## src/rtl/seven_segment_pkg.sv

```systemverilog
// Shared constants for the seven-segment scanner: hex segment patterns,
// the all-off pattern and the digit index width helper.
package seven_segment_pkg;

    // Segment order {g,f,e,d,c,b,a}, active-low.
    localparam logic [6:0] SEG_OFF = 7'h7F;

    // Entry n holds the pattern for hex digit n (entry 0 is the rightmost literal).
    localparam logic [15:0][6:0] SEG_TABLE = {
        7'h0E,  // F
        7'h06,  // E
        7'h21,  // d
        7'h46,  // C
        7'h03,  // b
        7'h08,  // A
        7'h10,  // 9
        7'h00,  // 8
        7'h78,  // 7
        7'h02,  // 6
        7'h12,  // 5
        7'h19,  // 4
        7'h30,  // 3
        7'h24,  // 2
        7'h79,  // 1
        7'h40   // 0
    };

    // Width of the digit index; a single digit still needs one bit.
    function automatic int digit_idx_width(input int num_digits);
        if (num_digits <= 1) begin
            return 1;
        end
        return $clog2(num_digits);
    endfunction

endpackage

```

## src/rtl/seven_segment_decode.sv

```systemverilog
// Combinational hex-to-segment decoder with a blanking override.
module seven_segment_decode
    import seven_segment_pkg::*;
(
    input  logic [3:0] nibble,
    input  logic       blank,
    output logic [6:0] segments
);

    // Table lookup; blanking forces every segment off.
    always_comb begin
        segments = SEG_TABLE[nibble];
        if (blank) begin
            segments = SEG_OFF;
        end
    end

endmodule

```

## src/rtl/seven_segment_scanner.sv

```systemverilog
// Multiplexed seven-segment scanner: digit timing, double-buffered display
// data that only changes at frame boundaries, leading-zero blanking and
// PWM brightness, with all pin outputs registered.
module seven_segment_scanner
    import seven_segment_pkg::*;
#(
    parameter int NUM_DIGITS   = 4,
    parameter int DIGIT_CYCLES = 100000,
    parameter int BRIGHT_BITS  = 4
) (
    input  logic                      clk,
    input  logic                      reset,
    input  logic                      load,
    input  logic [4*NUM_DIGITS-1:0]   value,
    input  logic [NUM_DIGITS-1:0]     dp_mask,
    input  logic                      blank_lz,
    input  logic [BRIGHT_BITS-1:0]    brightness,
    output logic                      pending,
    output logic                      frame_start,
    output logic [6:0]                led_segment,
    output logic                      dp,
    output logic [NUM_DIGITS-1:0]     anode_activate
);

    localparam int VAL_W  = 4 * NUM_DIGITS;
    localparam int IDX_W  = digit_idx_width(NUM_DIGITS);
    localparam int TICK_W = $clog2(DIGIT_CYCLES);

    localparam logic [TICK_W-1:0] TICK_LAST = TICK_W'(DIGIT_CYCLES - 1);
    localparam logic [IDX_W-1:0]  IDX_LAST  = IDX_W'(NUM_DIGITS - 1);

    logic [TICK_W-1:0]      tick_cnt;
    logic [IDX_W-1:0]       digit_idx;
    logic [BRIGHT_BITS-1:0] pwm_cnt;

    logic [VAL_W-1:0]       stage_value;
    logic [NUM_DIGITS-1:0]  stage_dp;
    logic [VAL_W-1:0]       disp_value;
    logic [NUM_DIGITS-1:0]  disp_dp;
    logic                   pending_q;

    logic                   tick_wrap;
    logic                   frame_edge;

    logic [NUM_DIGITS-1:0]  blank_mask;
    logic                   all_zero;

    logic [3:0]             sel_nibble;
    logic                   sel_dp;
    logic                   sel_blank;
    logic [NUM_DIGITS-1:0]  digit_onehot;
    logic                   drive_en;
    logic [6:0]             dec_segments;

    assign tick_wrap   = (tick_cnt == TICK_LAST);
    assign frame_edge  = tick_wrap && (digit_idx == IDX_LAST);
    assign frame_start = frame_edge;
    assign pending     = pending_q;

    // Slot timer, digit index and free-running PWM counter.
    always_ff @(posedge clk) begin
        if (reset) begin
            tick_cnt  <= '0;
            digit_idx <= '0;
            pwm_cnt   <= '0;
        end else begin
            pwm_cnt <= pwm_cnt + 1'b1;
            if (tick_wrap) begin
                tick_cnt <= '0;
                if (digit_idx == IDX_LAST) begin
                    digit_idx <= '0;
                end else begin
                    digit_idx <= digit_idx + 1'b1;
                end
            end else begin
                tick_cnt <= tick_cnt + 1'b1;
            end
        end
    end

    // Staging and display registers; the display only changes at a frame
    // boundary, and a load landing on the boundary goes straight through.
    // Staging also takes that load so the next boundary re-copies the same data.
    always_ff @(posedge clk) begin
        if (reset) begin
            stage_value <= '0;
            stage_dp    <= '0;
            disp_value  <= '0;
            disp_dp     <= '0;
            pending_q   <= 1'b0;
        end else begin
            if (load) begin
                stage_value <= value;
                stage_dp    <= dp_mask;
            end
            if (frame_edge) begin
                pending_q <= 1'b0;
                if (load) begin
                    disp_value <= value;
                    disp_dp    <= dp_mask;
                end else begin
                    disp_value <= stage_value;
                    disp_dp    <= stage_dp;
                end
            end else if (load) begin
                pending_q <= 1'b1;
            end
        end
    end

    // Digit i (i>0) is blankable when it and every digit to its left are zero.
    always_comb begin
        blank_mask = '0;
        all_zero   = 1'b1;
        for (int i = 1; i < NUM_DIGITS; i++) begin
            all_zero = 1'b1;
            for (int j = i; j < NUM_DIGITS; j++) begin
                if (disp_value[j*4 +: 4] != 4'h0) begin
                    all_zero = 1'b0;
                end
            end
            blank_mask[i] = all_zero;
        end
    end

    // Pick the nibble, dp and anode of the digit currently being scanned.
    always_comb begin
        sel_nibble   = 4'h0;
        sel_dp       = 1'b0;
        sel_blank    = 1'b0;
        digit_onehot = '0;
        for (int i = 0; i < NUM_DIGITS; i++) begin
            if (digit_idx == IDX_W'(i)) begin
                sel_nibble      = disp_value[i*4 +: 4];
                sel_dp          = disp_dp[i];
                sel_blank       = blank_lz & blank_mask[i];
                digit_onehot[i] = 1'b1;
            end
        end
    end

    // Anode drive window: PWM duty, and never during the first tick of a slot.
    always_comb begin
        drive_en = (pwm_cnt <= brightness) && (tick_cnt != '0);
    end

    seven_segment_decode u_decode (
        .nibble   (sel_nibble),
        .blank    (sel_blank),
        .segments (dec_segments)
    );

    // Pin registers: one cycle from scan state to the outputs.
    always_ff @(posedge clk) begin
        if (reset) begin
            led_segment    <= SEG_OFF;
            dp             <= 1'b1;
            anode_activate <= '1;
        end else begin
            led_segment    <= dec_segments;
            dp             <= ~sel_dp;
            anode_activate <= ~(digit_onehot & {NUM_DIGITS{drive_en}});
        end
    end

endmodule

```

## config.mk

```make
export PLATFORM = sky130hd
export DESIGN_NAME = seven_segment_scanner
export DESIGN_NICKNAME = d
export VERILOG_FILES = /design/src/rtl/seven_segment_pkg.sv /design/src/rtl/seven_segment_decode.sv /design/src/rtl/seven_segment_scanner.sv
export SDC_FILE = /design/constraint.sdc
export NUM_CORES = 1
export LEC_CHECK = 0
export ABC_AREA = 1
export CORE_MARGIN = 2
export CORE_UTILIZATION = 60
export CTS_CLUSTER_DIAMETER = 60
export DETAILED_ROUTE_END_ITERATION = 7
export DONT_BUFFER_PORTS = 1
export GPL_TIMING_DRIVEN = 0
export PLACE_DENSITY = 0.84
export SYNTH_ARGS = -nofsm -noshare
export SYNTH_HDL_FRONTEND = slang
export SYNTH_SLANG_ARGS = --single-unit
```

## constraint.sdc

```tcl
create_clock -name clk -period 2.2 [get_ports clk]
set_input_delay 0.11 -clock clk [delete_from_list [all_inputs] [get_ports clk]]
set_output_delay 0.11 -clock clk [all_outputs]
set_load 0.01 [all_outputs]
```

==> impl_metrics.json <==
{
  "status": "complete, but fails checks",
  "violations": "negative hold slack",
  "synth_compound_area_frac": 0.03681,
  "max_stage_delay_ns": 0.37,
  "critPathBufInv": 4,
  "synth_top_family_by_area": "simple AND/OR/NAND/NOR gates",
  "place_ws_ns": 0.08051,
  "gr-total-overflow": 0,
  "dieArea_mm2": 0.006819,
  "holdWs_ns": -0.007701,
  "core-area_mm2": 0.005956,
  "dpl.hpwl_mm": 5.297,
  "place_congestion": 0.8697,
  "grt.busiest_layer": "met2",
  "synthArstFlopShare": 0,
  "clockBufferDepth": 2,
  "total_power_mw": 2.563,
  "grt_pass1_wl_mm": 12.53,
  "path_clk_slew_ns": 0.08,
  "hold_path.class": "input pin to flip-flop",
  "synth_mux_area_frac": 0,
  "worst_slew_pin_slew_ns": 0.4298,
  "grt_max_degree": 14,
  "finalSetupViolCount": 0,
  "antenna_left": 0,
  "die_x_um": 82.58,
  "p_per_area_mw_per_mm2": 615.4,
  "synth-edff-count": 0,
  "clk_latency_ns": 0.36,
  "drt_pass1_iterations": 5,
  "pwr-share-seq": 0.560,
  "ys_top_cells_by_count": "nand2_1 (213), inv_1 (97), dfxtp_1 (76)",
  "yosysTopAreaCell": "dfxtp_1",
  "fin_skew_ns": 0.009176,
  "rows": 28,
  "vdd.ir_drop.worst_v": 0.0004130,
  "avgSynthCellArea_um2": 6.663,
  "met3_usage": 0.05000,
  "vias": 3284,
  "rsz0062_at_grt": "no",
  "cp_data_arrival_time_ns": 2.21,
  "p_leak_nw": 2.285,
  "crit_path_start_kind": "flip-flop",
  "yosys.area_share.xor_xnor": 0.01182,
  "yosys_warnings": 0,
  "p_switching_uw": 639.8,
  "areaGrowthSynthToFinish_pct": 12.43,
  "h-tree-depth": 3,
  "drive_above_1_share": 0.07119,
  "synth.distinct_cells": 28,
  "synth.top_cell.area_share": 0.4107,
  "routedWlPerCell_um": 11.14,
  "crit_family": "simple AND/OR/NAND/NOR gates",
  "synthAdderAreaFrac": 0.05741,
  "grtUsageMet2": 0.4048,
  "drt-vias-per-instance": 4.938,
  "synth_nets": 601,
  "seq_area_frac_synth": 0.4107,
  "yosys.area_share.simple": 0.3627,
  "crit_fanout": 8,
  "clock_sinks": 76,
  "fin_crit_sh": 0.8881,
  "cp_cell_sequence": "ha_1, buf_2, inv_1, nor2_1, inv_1, nand2_2, inv_1, ha_1, nand3_1, nor2_1, nor2_1, nand2_1",
  "synth_cells": 556,
  "synth-seq-cells": 76,
  "hold_viol_final": 1,
  "cp-end-kind": "flip-flop",
  "final_max_slew_viol_count": 0,
  "drc": 0,
  "cp.required_ns": 2.45,
  "die_y_um": 82.58,
  "start_util": 0.6221,
  "clkPwrFrac": 0.371,
  "syn_area_mm2": 0.003705,
  "intPower_mw": 1.924,
  "antenna_cells": 0,
  "period_needed_ns": 1.954,
  "port_buffers": 0,
  "synth_most_common_cell": "nand2_1",
  "cts_tree": "yes",
  "power_frac_comb": 0.069,
  "fin_ws_ns": 0.2463,
  "path_class": "flip-flop to flip-flop",
  "maxCapViolCount": 0,
  "cp_slowest_cell": "dfxtp_2",
  "synthFlopType": "dfxtp_1",
  "cts_root_buffer": "clkbuf_8",
  "fmax_ghz": 0.5118,
  "slew_headroom": 0.7104,
  "numCtsBuffers": 9,
  "ioPinCount": 42,
  "ys_top_cells_by_area": "dfxtp_1 (41%), nand2_1 (22%), inv_1 (9.8%)",
  "antenna_found_initial": 0,
  "track_usage": 0.2387,
  "fin_nets": 630,
  "p_sw_frac": 0.2496,
  "grt_pass1_vias": 3052,
  "routed_wl_mm": 7.406,
  "use_met1": 0.2887,
  "setup-tns-final_ns": 0,
  "drt_iter0_markers": 169
}
## final cells by class
class	instances	area [um2]
fillers	505	1790
multi-input cells	369	1744
flip-flops and latches	76	1523
inverters	98	367.9
repair buffers	18	180.2
clock buffers	10	137.6
well taps	75	93.84
plain buffers	13	78.83
clock inverters	6	40.04
## registers in the layout, indices dropped and copies added (netlist names)
signal / cells
tick_cnt: 17
disp_value: 16
stage_value: 16
led_segment: 7
anode_activate: 4
disp_dp: 4
pwm_cnt: 4
stage_dp: 4
digit_idx: 2
dp: 1
pending: 1
## layer usage
layer,routed length (um),vias to the layer above
met3,360,19
met5,0,-
met2,3553,82
li1,-,1738
met4,170,0
met1,3322,1445
## power groups by stage
stage	combinational, mW	clock, mW	sequential (mW)
after detailed placement	0.151	0	1.47
after global routing	0.209	1.01	1.44
after floorplan	0.121	0	1.46
final	0.178	0.951	1.43
after CTS	0.179	0.956	1.43
after global placement	0.145	0	1.47
## worst min-delay path: cells and delay by family
kind	cells	cell delay [ns]
simple gates	3	0.17
buf+inv	1	0.05
## stage by stage
| stage | hold WS, ns | utilization | instances | area (um2) |
|---|---|---|---|---|
| 2_1_floorplan | 0.1767 | - | 556 | 3705 |
| 3_3_place_gp | 0.1783 | 0.6378 | 631 | 3799 |
| 3_5_place_dp | 0.1804 | 0.6378 | 631 | 3799 |
| 4_1_cts | 0.003515 | 0.6979 | 665 | 4156 |
| 5_1_grt | 0.04246 | 0.6994 | 665 | 4165 |
| 6_report | -0.007701 | 0.6994 | 665 | 4165 |
## what timing repair did
action                     CTS  global route
hold endpoints to repair    25             0
gates resized for setup      0             5
hold buffers                18             0
setup endpoints to repair    0             7
buffers inserted             0             0
## worst paths after layout
path,start,endpoint,slack (ns),cells past startpoint
setup / recovery,digit_idx[0]$_SDFFE_PP0N_,led_segment[0]$_SDFF_PP1_,0.25,12
hold / removal,load,stage_dp[3]$_SDFF_PP0_,-0.008,4
setup reg to reg,digit_idx[0]$_SDFFE_PP0N_,led_segment[0]$_SDFF_PP1_,0.25,12
hold reg to reg,pwm_cnt[0]$_SDFF_PP0_,pwm_cnt[0]$_SDFF_PP0_,0.48,1
## kinds of logic after synthesis
| group | Yosys count |
|---|---|
| xor+xnor | 5 |
| simple gates | 321 |
| compound gates | 26 |
| fa+ha+maj | 17 |
| buf+inv | 111 |
| flops | 76 |
## layout by cell type (no fill, tap or decap), types with 7 or more instances in the layout
| cell type | count |
|---|---|
| a21oi_1 | 17 |
| dfxtp_1 | 75 |
| inv_1 | 96 |
| ha_1 | 16 |
| nand3_1 | 37 |
| nor2_1 | 40 |
| clkbuf_8 | 10 |
| dlygate4sd3_1 | 18 |
| nand2_1 | 211 |
| nand4_1 | 8 |
| o21ai_0 | 7 |
No activity file was read; power rests on OpenSTA's default activity.
